$ cat src/rtl/moore_ser_pkg.sv
`default_nettype none
// ============================================================================
// Module   : moore_ser_pkg
// Brief    : Shared state type and frame-length helper for the bit serializer.
//            Optional macro SER_PARITY_EN adds one trailing parity bit per frame.
// Revision : 1.0 - initial release
// ============================================================================
package moore_ser_pkg;

    typedef enum logic [1:0] {
        IDLE  = 2'd0,
        SHIFT = 2'd1,
        GAP   = 2'd2
    } ser_state_t;

    function automatic int frame_len(input int data_w);
`ifdef SER_PARITY_EN
        return data_w + 1;
`else
        return data_w;
`endif
    endfunction

endpackage
`default_nettype wire

$ cat src/rtl/moore_ser_shiftreg.sv
`default_nettype none
// ============================================================================
// Module   : moore_ser_shiftreg
// Brief    : Parallel-load shift register exposing the bit currently on the
//            serial output; shift direction fixed by MSB_FIRST.
// Revision : 1.0 - initial release
// ============================================================================
module moore_ser_shiftreg #(
    parameter int DATA_W    = 8,
    parameter bit MSB_FIRST = 1'b1
) (
    input  logic              clk,
    input  logic              rst,
    input  logic              i_load,
    input  logic [DATA_W-1:0] i_data,
    input  logic              i_shift,
    output logic              o_cur_bit
);

    logic [DATA_W-1:0] r_sh;
    logic [DATA_W-1:0] w_sh_next;

    generate
        if (MSB_FIRST) begin : g_msb_first
            assign w_sh_next = {r_sh[DATA_W-2:0], 1'b0};
            assign o_cur_bit = r_sh[DATA_W-1];
        end else begin : g_lsb_first
            assign w_sh_next = {1'b0, r_sh[DATA_W-1:1]};
            assign o_cur_bit = r_sh[0];
        end
    endgenerate

    // Load has priority so a back-to-back accept on the last bit reloads cleanly
    always_ff @(posedge clk) begin
        if (rst) begin
            r_sh <= '0;
        end else if (i_load) begin
            r_sh <= i_data;
        end else if (i_shift) begin
            r_sh <= w_sh_next;
        end
    end

endmodule
`default_nettype wire

$ cat src/rtl/moore_bit_serializer.sv
`default_nettype none
// ============================================================================
// Module   : moore_bit_serializer
// Brief    : Valid/ready parallel-to-serial feeder for the Moore detector, with
//            optional inter-frame gap. Macro SER_PARITY_EN appends even parity.
// Revision : 1.0 - initial release
// ============================================================================
module moore_bit_serializer
    import moore_ser_pkg::*;
#(
    parameter int DATA_W    = 8,
    parameter int GAP_CYC   = 0,
    parameter bit MSB_FIRST = 1'b1
) (
    input  logic              clk,
    input  logic              rst,
    input  logic [DATA_W-1:0] in_data,
    input  logic              in_valid,
    output logic              in_ready,
    output logic              ser_bit,
    output logic              ser_valid,
    output logic              busy,
    output logic              word_done
);

    localparam int               c_FRAME_LEN = frame_len(DATA_W);
    localparam int               c_CNT_W     = $clog2(c_FRAME_LEN);
    localparam logic [c_CNT_W-1:0] c_LAST    = c_CNT_W'(c_FRAME_LEN - 1);
    localparam logic [3:0]       c_GAP_LAST  = 4'((GAP_CYC > 0) ? GAP_CYC - 1 : 0);
    localparam bit               c_NO_GAP    = (GAP_CYC == 0);

    localparam logic [1:0] c_ST_IDLE  = IDLE;
    localparam logic [1:0] c_ST_SHIFT = SHIFT;
    localparam logic [1:0] c_ST_GAP   = GAP;

    logic [1:0]         r_state;
    logic [c_CNT_W-1:0] r_bit_cnt;
    logic [3:0]         r_gap_cnt;

    logic w_in_shift;
    logic w_last;
    logic w_in_ready;
    logic w_accept;
    logic w_shift;
    logic w_data_bit;
    logic w_cur_bit;

    assign w_in_shift = (r_state == c_ST_SHIFT);
    assign w_last     = w_in_shift && (r_bit_cnt == c_LAST);
    assign w_in_ready = (r_state == c_ST_IDLE) || (w_last && c_NO_GAP);
    assign w_accept   = in_valid && w_in_ready;
    assign w_shift    = w_in_shift && !w_last;

    moore_ser_shiftreg #(
        .DATA_W    (DATA_W),
        .MSB_FIRST (MSB_FIRST)
    ) u_shiftreg (
        .clk       (clk),
        .rst       (rst),
        .i_load    (w_accept),
        .i_data    (in_data),
        .i_shift   (w_shift),
        .o_cur_bit (w_data_bit)
    );

`ifdef SER_PARITY_EN
    localparam logic [c_CNT_W-1:0] c_PAR_IDX = c_CNT_W'(DATA_W);
    logic r_parity;

    always_ff @(posedge clk) begin
        if (rst) begin
            r_parity <= 1'b0;
        end else if (w_accept) begin
            r_parity <= ^in_data;
        end
    end

    assign w_cur_bit = (r_bit_cnt == c_PAR_IDX) ? r_parity : w_data_bit;
`else
    assign w_cur_bit = w_data_bit;
`endif

    always_ff @(posedge clk) begin
        if (rst) begin
            r_state   <= c_ST_IDLE;
            r_bit_cnt <= '0;
            r_gap_cnt <= '0;
        end else begin
            case (r_state)
                c_ST_IDLE: begin
                    if (w_accept) begin
                        r_state   <= c_ST_SHIFT;
                        r_bit_cnt <= '0;
                    end
                end
                c_ST_SHIFT: begin
                    if (!w_last) begin
                        r_bit_cnt <= r_bit_cnt + 1'b1;
                    end else if (w_accept) begin
                        r_bit_cnt <= '0;
                    end else if (c_NO_GAP) begin
                        r_state <= c_ST_IDLE;
                    end else begin
                        r_state   <= c_ST_GAP;
                        r_gap_cnt <= '0;
                    end
                end
                c_ST_GAP: begin
                    if (r_gap_cnt == c_GAP_LAST) begin
                        r_state <= c_ST_IDLE;
                    end else begin
                        r_gap_cnt <= r_gap_cnt + 1'b1;
                    end
                end
                default: r_state <= c_ST_IDLE;
            endcase
        end
    end

    // All outputs decode registered state, so they change only on clock edges
    assign in_ready  = w_in_ready;
    assign ser_valid = w_in_shift;
    assign ser_bit   = w_in_shift & w_cur_bit;
    assign busy      = (r_state != c_ST_IDLE);
    assign word_done = w_last;

endmodule
`default_nettype wire

$ cat config.mk
export PLATFORM = sky130hd
export DESIGN_NAME = moore_bit_serializer
export DESIGN_NICKNAME = d
export VERILOG_FILES = /design/src/rtl/moore_ser_pkg.sv /design/src/rtl/moore_ser_shiftreg.sv /design/src/rtl/moore_bit_serializer.sv
export SDC_FILE = /design/constraint.sdc
export NUM_CORES = 1
export LEC_CHECK = 0
export BUFFER_PORTS_ARGS = -buffer_cell sky130_fd_sc_hd__buf_2
export CAP_MARGIN = 20
export CORE_AREA = 2 2 39 41
export CTS_CLUSTER_SIZE = 12
export DETAILED_ROUTE_END_ITERATION = 8
export DIE_AREA = 0 0 41 43
export HOLD_SLACK_MARGIN = 0.1
export PLACE_DENSITY = 0.69
export SLEW_MARGIN = 5
export SYNTH_ARGS = -nofsm -noshare
export SYNTH_HDL_FRONTEND = slang
export SYNTH_SLANG_ARGS = --single-unit
$ cat constraint.sdc
create_clock -name clk -period 1.55 [get_ports clk]
set_input_delay 0 -clock clk [delete_from_list [all_inputs] [get_ports clk]]
set_output_delay 0 -clock clk [all_outputs]
set_load 0.1 [all_outputs]
==> key figures, run 1 <==
Run status
  • Outcome: completed

Yosys
  • Seq/Total Area, Yosys: 40.2%
  • Synth Register Bits: 12
  • Synth unique cells: 17
  • Yosys synthesis warning count: 0
  • Leading area contributor after synthesis: dfxtp_1
  • Syn Area/Cell: 10.7 um^2
  • Cell count after synthesis: 56
  • Mapped Area: 598 um^2
  • Syn nets: 69
  • Share of the synthesized area in the top cell type: 40.2%
  • Top post-synthesis cells by area: dfxtp_1 (40%), a211oi_2 (15%), mux2i_1 (13%), nor2_1 (5.6%), ha_1 (4.2%)

Power and ir drop
  • PwrDens: 886 nW/um^2
  • Switching power: 0.000217 W
  • Combinational power share: 26.2%
  • Clock share of power: 25.9%
  • Int Pwr: 0.000499 W
  • Leakage: 0.368 nW
  • Sequential share of power: 47.8%
  • Switching portion of total power: 30.3%
  • Peak VDD IR: 430 uV

CTS
  • CTS Root Cell: clkbuf_4
  • CTS max path bufs: 2
  • CTS tree: yes
  • H-tree depth: 1
  • Clk sinks: 12
  • TritonCTS Buffers: 3
  • Clk pin slew, worst setup/hold paths: 0.07 ns
  • Worst-Skew Late Latency: 0.26 ns

Layout
  • Final cell count without fillers: 96
  • Area Growth Syn to Fin: 34.9%
  • Final nets: 95
  • Design Area, Final: 807 um^2
  • Share of layout cells above drive strength 1: 48.8%
  • Final core occ: 58.3%
  • N_diodes: 0

STA
  • Sum Neg Setup Slack: 0 ns
  • F_max: 686 MHz
  • Tcrit/Tclk final: 94.0%
  • Min cycle time layout: 1.46 ns
  • Normalized max-slew margin: 68.0%
  • Final hold viol count: 0
  • Clock skew: 0.00114 ns
  • RSZ-0062 raised after global routing: no
  • Tightest Pin Transition: 0.483 ns
  • Final setup fails: 0
  • Final Slew Violations: 0

Global route
  • Number of global-route vias before repair: 367
  • Gr busiest metal: met2
  • Met3 usage: 3.14%
  • M2 GR Usage: 17.8%
  • Met1 usage: 16.3%
  • Congestion Overflow GR: 0
  • Global-route wire length before repair: 1500 um
  • Pin count of the biggest net entering global routing: 19
  • Initial antenna violation count: 0
  • GRT Total Usage: 12.6%

Die
  • Core area: 1380 um^2
  • Ports: 16
  • Cell Rows: 14
  • Die Ht: 43 um
  • DIE WIDTH: 41 um
  • Initial Utilization: 43.2%
  • Die area: 1760 um^2

Placed design
  • GPL Wtd Cong: 0.712
  • Cells after DPL: 83
  • DPL Wire Length: 684 um
  • Placement Cell Area: 686 um^2
  • PortBufs: 15

Worst setup path
  • Crit path required time: 1.55 ns
  • Worst Setup End Kind: output port
  • Crit path arrival time: 1.46 ns
  • Setup Crit Path Kind: reg -> out
  • Crit path max fanout: 8
  • Reg2reg path depth: 8
  • Crit start category: flip-flop

Routing
  • Vias: 483
  • Wirelength per Cell: 11.3 um
  • Via density: 5.03
  • Drt first pass iters: 4
  • Final WL: 1080 um
  • Initial DRC count: 5
  • Antenna Nets Post-Route: 0
  • DR DRC count: 0

Hold path
  • Hold depth: 3
  • Tightest Hold Check Type: in -> reg

Job
  • Max Cap Viol: 0
==> routing by layer <==
| metal | vias up | part of all wire, % |
|---|---|---|
| met4 | 0 | 0.74 |
| met5 | - | 0 |
| met1 | 228 | 45 |
| li1 | 245 | - |
| met2 | 8 | 51 |
| met3 | 2 | 2.5 |
==> worst paths after layout <==
| path | start | endpoint | slack (ns) |
|---|---|---|---|
| min | in_data[2] | u_shiftreg.r_sh[2] | 0.11 |
| min reg2reg | r_bit_cnt[1] | r_bit_cnt[1] | 0.51 |
| max | r_bit_cnt[0] | in_ready | 0.09 |
| max reg2reg | r_bit_cnt[0] | r_bit_cnt[2] | 0.10 |
==> critical path, stage by stage, from the launching register on <==
cell     delay [ns]
dfxtp_1        0.33
ha_1           0.21
ha_2           0.19
nor2b_4        0.13
buf_12         0.13
inv_8          0.04
buf_12         0.15
==> state kept, by name, summed over array words and instances (netlist names) <==
signal / cells
u_shiftreg.r_sh: 8
r_bit_cnt: 3
r_state: 1
==> final cells by class <==
type | instances | area, um^2
clock buffers | 3 | 22.5
fillers | 119 | 577
inverters | 1 | 11.3
multi-input cells | 39 | 315
flip-flops and latches | 12 | 241
well taps | 16 | 20.0
repair buffers | 24 | 190
repair inverters | 1 | 6.26
==> kinds of logic after synthesis <==
logic type	Yosys count	synth area share, %
adders and majority gates	2	4.18
buffers and inverters	5	7.53
AOI/OAI and AO/OA	10	17.2
and+or+nand+nor	19	17.6
muxes	8	13.4
DFF	12	40.2
==> cells in the mapped netlist <==
library cell / n
mux2i_1: 8
or2b_1: 1
nand3b_1: 3
inv_4: 1
buf_6: 1
nand2_1: 2
nor3_1: 1
nor2_1: 9
buf_8: 1
and2_2: 2
a211oi_2: 7
buf_2: 1
nor2b_4: 1
a21oi_1: 3
dfxtp_1: 12
ha_1: 2
buf_4: 1
==> cells in the final DEF, fill, tap and decap left out, drive strengths merged <==
cell type	instances
clkbuf	3
inv	2
nand3b	3
dlygate4sd3	2
a211oi	7
nor2	9
ha	2
mux2i	8
or2b	1
dfxtp	12
and2	2
buf	22
a21oi	3
nor3	1
nor2b	1
nand2	2
==> power groups by stage <==
stage	sequential (W)	clock (W)	combinational [W]
finish	0.000342	0.000186	0.000188
global route	0.000344	0.000205	0.000201
CTS	0.000342	0.000194	0.000160
detailed placement	0.000350	0	0.000156
global placement	0.000349	0	0.000154
floorplan	0.000360	0	0.000118
==> stage by stage <==
step	total power, W	setup slack, ns	hold WS (ns)
6_report	0.000715	0.0928	0.110
5_1_grt	0.000751	0.0326	0.113
4_1_cts	0.000696	0.00450	0.104
3_5_place_dp	0.000505	0.156	0.317
3_3_place_gp	0.000503	0.204	0.342
2_1_floorplan	0.000478	0.0383	0.0646
==> what timing repair did <==
| item | CTS | global route |
|---|---|---|
| endpoints found under the hold margin | 12 | 0 |
| resized for setup | 0 | 4 |
| hold buffers | 2 | 0 |
| endpoints found under the setup margin | 0 | 1 |
| setup buffers | 0 | 7 |
Note: power is estimated with default switching activity, not from simulation.
==> inputs of run 2 (changes only) <==
Settings changed: PLACE_DENSITY 0.69 to 0.68, SYNTH_HIERARCHICAL from default to 1.
==> run 2 against run 1 <==
The run now ends with negative setup slack left; critical path depth is the same; via count down 0.21%; register-to-register slack got worse by 0.12 ns; worst hold slack improved by 0.42 ns; count of clock-buffer cells in the layout rose by 1; total power rose by 0.63%.
==> key figures, run 2 <==
Run status
  • Outcome: finished, violations left
  • Failing checks: negative setup slack

Yosys
  • Cell count after synthesis: 58 (+3.6%)
  • Primary FF master, synth: dfxtp_1
  • Yosys synthesis warning count: 6 (+6)
  • Commonest cells post-synth: dfxtp_1 (12), a211oi_1 (7), mux2i_1 (7), nor2b_1 (7)
  • Leading area contributor after synthesis: dfxtp_1
  • Most common cell in the synthesized netlist: dfxtp_1
  • Post-synth EDFFs: 0 (unchanged)
  • Async SR Flop Fraction: 0% (unchanged)
  • Top post-synthesis cells by area: dfxtp_1 (41%), mux2i_1 (12%), a211oi_1 (8.9%), nor2b_1 (7.4%), ha_1 (4.2%)
  • Share of the synthesized area in the top cell type: 40.8% (+0.60 points)
  • Seq/Total Area, Yosys: 40.8% (+0.60 points)
  • Syn Area/Cell: 10.2 um^2 (-4.9%)
  • Syn nets: 71 (+2.9%)
  • Mapped Area: 589 um^2 (-1.5%)
  • Synth Register Bits: 12 (unchanged)
  • Synth unique cells: 19 (+2)

Power and ir drop
  • PwrDens: 864 nW/um^2 (-2.5%)
  • Peak VDD IR: 447 uV (+4.1%)
  • Leakage: 0.342 nW (-6.9%)

Hold path
  • Hold EP: r_bit_cnt[1]
  • Tightest Hold Check Type: reg -> reg
  • Worst Hold Launch: r_bit_cnt[1]
  • Hold depth: 2 (-1)

Placed design
  • GPL Wtd Cong: 0.689 (-3.2%)
  • DPL Wire Length: 749 um (+9.4%)
  • PortBufs: 15 (unchanged)
  • Placement Cell Area: 691 um^2 (+0.73%)
  • Cells after DPL: 86 (+3.6%)

Worst setup path
  • Crit path max fanout: 10 (+2)
  • Crit path required time: 1.76 ns (+0.21 ns)
  • R2R Path End: u_shiftreg/r_sh[0]
  • Crit path arrival time: 1.78 ns (+0.32 ns)
  • Worst Setup End Kind: flip-flop
  • Setup Crit Path Kind: reg -> reg
  • Setup slack, reg-to-reg: -0.02 ns (-0.12 ns)
  • Crit start category: flip-flop
  • R2r startpoint: r_bit_cnt[0]
  • Reg2reg path depth: 6 (-2)

CTS
  • CTS tree: yes
  • TritonCTS Buffers: 3 (unchanged)
  • CTS Root Cell: clkbuf_4
  • Clk sinks: 12 (unchanged)
  • CTS max path bufs: 2 (unchanged)
  • Post CTS Setup Buffer Count: 0 (unchanged)
  • Clk pin slew, worst setup/hold paths: 0.08 ns (about the same)
  • Worst-Skew Late Latency: 0.27 ns (about the same)
  • H-tree depth: 1 (unchanged)

Global route
  • GRT Total Usage: 16.8% (+4.2 points)
  • Congestion Overflow GR: 0 (unchanged)
  • Pin count of the biggest net entering global routing: 13 (-6)
  • Initial antenna violation count: 0 (unchanged)
  • Number of global-route vias before repair: 490 (+34%)
  • Global-route wire length before repair: 1970 um (+31%)

Layout
  • Top Registers: u_shiftreg/r_sh x8, r_bit_cnt x3, r_state x1
  • FILL cells: 128 (+7.6%)
  • Largest register FFs: 8 (unchanged)
  • N_diodes: 0 (unchanged)
  • Final cell count without fillers: 100 (+4.2%)
  • Area Growth Syn to Fin: 41.4%
  • Share of layout cells above drive strength 1: 40.5% (-8.3 points)
  • Design Area, Final: 833 um^2 (+3.3%)
  • Most flops, register: u_shiftreg/r_sh
  • Most frequent cells in the layout: buf_2 (15), dlygate4sd3_1 (10), dfxtp_1 (9), mux2i_1 (7), nor2b_1 (7)
  • Commonest non-fill, non-tap cell in the layout: buf_2
  • Final nets: 98 (+3.2%)

Die
  • Initial Utilization: 42.6% (-0.63 points)
  • Core area: 1380 um^2 (unchanged)
  • Ports: 16 (unchanged)
  • DIE WIDTH: 41 um (unchanged)
  • Die Ht: 43 um (unchanged)
  • Cell Rows: 14 (unchanged)
  • Die area: 1760 um^2 (unchanged)

STA
  • F_max: 638 MHz (-7.0%)
  • Normalized max-slew margin: 67.8% (-0.24 points)
  • Tcrit/Tclk final: 101% (+7.1 points)
  • RSZ-0062 raised after global routing: yes
  • Clock skew: 0.0111 ns (+0.00994 ns)
  • Final setup fails: 1 (+1)
  • Tightest Pin Transition: 0.487 ns (+0.00363 ns)
  • Final setup margin: -0.0176 ns (-0.110 ns)
  • Final hold viol count: 0 (unchanged)
  • Sum Neg Setup Slack: -0.0176 ns (-0.0176 ns)
  • Min cycle time layout: 1.57 ns (+0.110 ns)
  • Final Slew Violations: 0 (unchanged)

Routing
  • Via density: 4.82 (-4.2%)
  • DR DRC count: 0 (unchanged)
  • Drt first pass iters: 2 (-2)
  • Wirelength per Cell: 12.4 um (+10%)
  • Vias: 482 (-0.21%)
  • Antenna Nets Post-Route: 0 (unchanged)
  • Final WL: 1240 um (+15%)
  • Initial DRC count: 3 (-2)

Job
  • Max Cap Viol: 0 (unchanged)
[run 2: cell count changes after synthesis, sizes merged, moves of 2 or more]
cell    change
nor2b       +6
nand2b      +2
nor2        -6
buf         -2
[run 2: worst max path at each step]
stage,from,end
final,r_bit_cnt[0],u_shiftreg/r_sh[0]
after global routing,r_bit_cnt[0],u_shiftreg/r_sh[0]
after global placement,r_bit_cnt[0],u_shiftreg/r_sh[0]
after CTS,r_bit_cnt[0],u_shiftreg/r_sh[0]
after floorplan,r_bit_cnt[0],u_shiftreg/r_sh[0]
after detailed placement,r_bit_cnt[0],u_shiftreg/r_sh[0]
[run 2: cell families (layout without fill, tap and decap cells)]
family                   after synthesis  in the layout  share of synthesized area (%)
flip-flops                            12             12                           40.8
AND/OR/NAND/NOR                       21             21                           22.9
multiplexers                           8              8                           14.4
buffers and inverters                  5             31                           6.16
adder cells (fa/ha/maj)                2              2                           4.25
AO/OA/AOI/OAI                         10             10                           11.5
[run 2: routing by layer]
| layer | track usage [%] | part of all wire [%] | up-vias |
|---|---|---|---|
| met2 | 27.5 | 51 | 8 |
| met5 | 0 | 0 | - |
| li1 | - | - | 251 |
| met4 | 8.00 | 0.81 | 0 |
| met1 | 19.7 | 45 | 221 |
| met3 | 3.14 | 2.8 | 2 |
[run 2: repair_timing]
action                                 4_1_cts  5_1_grt
setup endpoints to repair                    0        5
hold buffers                                10        0
endpoints found under the hold margin       12        0
resized for setup                            0        4
[run 2: worst max-delay path: stages (launching register included)]
cell and delay (ns):
dfxtp_2 0.35, ha_4 0.17, ha_4 0.15, nand2b_4 0.17, and2_4 0.18, or3b_4 0.37, a21oi_2 0.12
[run 2: layout make-up]
cell class,instances,area [um^2],share of cell area (%)
timing repair buffer,25,175,21.0
tap,16,20.0,2.40
inverter,2,10.0,1.20
clock buffer,4,26.3,3.15
sequential,12,246,29.6
multi-input combinational,41,355,42.6
[run 2: power breakdown]
part,total (W),internal (W),leakage (nW),switching (W)
logic,0.000175,0.0000722,0.227,0.000102
clock network,0.000200,0.0000993,0.0150,0.000101
registers,0.000345,0.000330,0.100,0.0000148
[run 2: through the flow]
stage | util, % | total power (W) | hold slack (ns) | setup slack [ns]
finish | 60.2 | 0.000720 | 0.527 | -0.0176
global route | 60.2 | 0.000753 | 0.553 | -0.0472
CTS | 59.0 | 0.000718 | 0.522 | 0.00482
global placement | 49.9 | 0.000498 | 0.268 | 0.0726
detailed placement | 49.9 | 0.000499 | 0.270 | 0.0254
floorplan | - | 0.000473 | 0.0588 | -0.137
==> inputs of run 3 (changes only) <==
Settings changed: CTS_BUF_LIST from default to sky130_fd_sc_hd__clkbuf_8.
==> run 3 against run 2 <==
Sequential cell count is the same; the flow now finishes without violations; via count is 0.83% lower; sequential power is essentially flat; largest cell class unchanged; register-to-register slack better by 0.02 ns; die area stayed put; clock power is 42% higher; worst setup slack improved by 0.019 ns; critical path type unchanged; cell area up 0.75%.
==> key figures, run 3 (synthesis results as in run 2) <==
Worst setup path
  • Crit path required time: 1.72 ns (-0.04 ns)
  • Crit start category: flip-flop
  • Crit path max-delay family: simple AND/OR/NAND/NOR gates
  • Stages on worst setup path: 6 (unchanged)
  • Crit path max fanout: 10 (unchanged)
  • Critical path's largest stage delay: 0.36 ns (about the same)
  • R2r startpoint: r_bit_cnt[0]
  • Most frequent CP cell: ha_4
  • Setup Crit Path Kind: reg -> reg
  • Reg2reg path depth: 6 (unchanged)
  • Setup slack, reg-to-reg: 0.0009 ns (+0.02 ns)
  • Worst Setup End Kind: flip-flop
  • Worst setup path startpoint: r_bit_cnt[0]
  • Worst path cell trace: ha_4 -> ha_4 -> nand2b_4 -> and2_4 -> or3b_1 -> a21oi_2
  • Slowest cell on crit path: or3b_1
  • CP endpoint: u_shiftreg/r_sh[0]
  • Crit path arrival time: 1.72 ns (-0.06 ns)
  • R2R Path End: u_shiftreg/r_sh[0]
  • WP buf/inv: 0 (unchanged)

Layout
  • Area Growth Syn to Fin: 42.5%
  • Final cell count without fillers: 100 (unchanged)
  • Top Registers: u_shiftreg/r_sh x8, r_bit_cnt x3, r_state x1
  • FILL cells: 121 (-5.5%)
  • N_diodes: 0 (unchanged)
  • Largest register FFs: 8 (unchanged)
  • Final nets: 98 (unchanged)
  • Commonest non-fill, non-tap cell in the layout: buf_2
  • Most flops, register: u_shiftreg/r_sh
  • Share of layout cells above drive strength 1: 36.9% (-3.6 points)
  • Most frequent cells in the layout: buf_2 (15), dlygate4sd3_1 (10), dfxtp_1 (9)

CTS
  • Worst-Skew Late Latency: 0.24 ns (-0.03 ns)
  • Clk pin slew, worst setup/hold paths: 0.06 ns (-0.02 ns)
  • TritonCTS Buffers: 3 (unchanged)
  • CTS Root Cell: clkbuf_8
  • Clk sinks: 12 (unchanged)
  • CTS max path bufs: 2 (unchanged)
  • H-tree depth: 1 (unchanged)
  • CTS tree: yes

Job
  • Max Cap Viol: 0 (unchanged)

STA
  • Final hold viol count: 0 (unchanged)
  • Min cycle time layout: 1.55 ns (-0.0185 ns)
  • Clock skew: 0.00529 ns (-0.00580 ns)
  • Final Slew Violations: 0 (unchanged)
  • F_max: 646 MHz (+1.2%)
  • Normalized max-slew margin: 67.7% (about the same)
  • Final setup fails: 0 (-1)
  • Final setup margin: 0.000928 ns (+0.0185 ns)
  • RSZ-0062 raised after global routing: yes
  • Tightest Pin Transition: 0.487 ns (+0.000249 ns)
  • Tcrit/Tclk final: 99.9% (-1.2 points)

Die
  • Ports: 16 (unchanged)
  • Die area: 1760 um^2 (unchanged)
  • Core area: 1380 um^2 (unchanged)
  • Cell Rows: 14 (unchanged)
  • Initial Utilization: 42.6% (unchanged)
  • DIE WIDTH: 41 um (unchanged)
  • Die Ht: 43 um (unchanged)

Routing
  • Initial DRC count: 4 (+1)
  • Via density: 4.78 (-0.83%)
  • Antenna Nets Post-Route: 0 (unchanged)
  • Vias: 478 (-0.83%)
  • DR DRC count: 0 (unchanged)
  • Drt first pass iters: 2 (unchanged)
  • Final WL: 1280 um (+2.7%)
  • Wirelength per Cell: 12.8 um (+2.7%)

Placed design
  • Cells after DPL: 86 (unchanged)
  • DPL Wire Length: 749 um (unchanged)
  • Post-place setup slack: 0.0254 ns (unchanged)
  • PortBufs: 15 (unchanged)
  • GPL Wtd Cong: 0.689 (unchanged)

Power and ir drop
  • Leakage: 0.350 nW (+2.3%)
  • Pwr Total: 0.000802 W (+11%)
  • PwrDens: 955 nW/um^2 (+11%)
  • Peak VDD IR: 501 uV (+12%)

Global route
  • Initial antenna violation count: 0 (unchanged)
  • GRT Total Usage: 17.3% (+0.51 points)
  • Pin count of the biggest net entering global routing: 13 (unchanged)
  • Number of global-route vias before repair: 492 (+0.41%)
  • Congestion Overflow GR: 0 (unchanged)
  • Global-route wire length before repair: 2020 um (+2.4%)

Run status
  • Outcome: completed

Hold path
  • Tightest Hold Check Type: reg -> reg
-- run 3: changes by cell type in the layout (fill, tap and decap cells not counted), sizes merged --
cell / change
clkbuf: -1
inv: +1
-- run 3: cell type report --
cell class / count / area (um^2) / share of cell area [%]
inverters: 2 / 10.0 / 1.19
clock buffers: 3 / 41.3 / 4.92
clock inverters: 1 / 3.75 / 0.447
well taps: 16 / 20.0 / 2.38
multi-input cells: 41 / 343 / 40.8
flip-flops and latches: 12 / 246 / 29.4
repair buffers: 25 / 175 / 20.9
-- run 3: metrics by stage --
| stage | util (%) | TNS (ns) | hold slack (ns) | instance area [um^2] |
|---|---|---|---|---|
| floorplan | - | -0.242 | 0.0588 | 624 |
| global placement | 49.9 | 0 | 0.268 | 691 |
| detailed placement | 49.9 | 0 | 0.270 | 691 |
| CTS | 60.4 | 0 | 0.522 | 836 |
| global route | 60.7 | -0.153 | 0.549 | 840 |
| finish | 60.7 | 0 | 0.515 | 840 |
-- run 3: worst register-to-register path, cell delays in order, from the launching register on --
cell and delay, ns:
dfxtp_2 0.34, ha_4 0.17, ha_4 0.15, nand2b_4 0.17
and2_4 0.18, or3b_1 0.36, a21oi_2 0.12
-- run 3: worst min-delay path by stage --
stage | slack [ns] | startpoint | cells past startpoint | to
floorplan | 0.06 | rst | 1 | r_bit_cnt[0]
global placement | 0.27 | in_data[0] | 3 | u_shiftreg/r_sh[0]
detailed placement | 0.27 | in_data[0] | 3 | u_shiftreg/r_sh[0]
CTS | 0.52 | r_bit_cnt[1] | 2 | r_bit_cnt[1]
global route | 0.55 | r_bit_cnt[1] | 2 | r_bit_cnt[1]
finish | 0.51 | r_bit_cnt[1] | 2 | r_bit_cnt[1]
-- run 3: power breakdown --
group | switching [W] | internal (W)
Sequential | 0.0000145 | 0.000331
Combinational | 0.000101 | 0.0000697
Clock | 0.000111 | 0.000174
-- run 3: routing by layer --
layer | routed length (um) | part of all wire, % | global-route usage [%] | up-vias
met4 | 8 | 0.63 | 8.00 | 0
met1 | 569 | 45 | 19.7 | 217
met2 | 659 | 52 | 29.1 | 8
met5 | 0 | 0 | 0 | -
met3 | 38 | 3.0 | 3.14 | 2
li1 | - | - | - | 251
-- run 3: timing repair --
item	CTS	global route
resized for setup	0	1
hold buffers	10	0
setup buffers	0	0
endpoints found under the hold margin	12	0
endpoints found under the setup margin	0	4
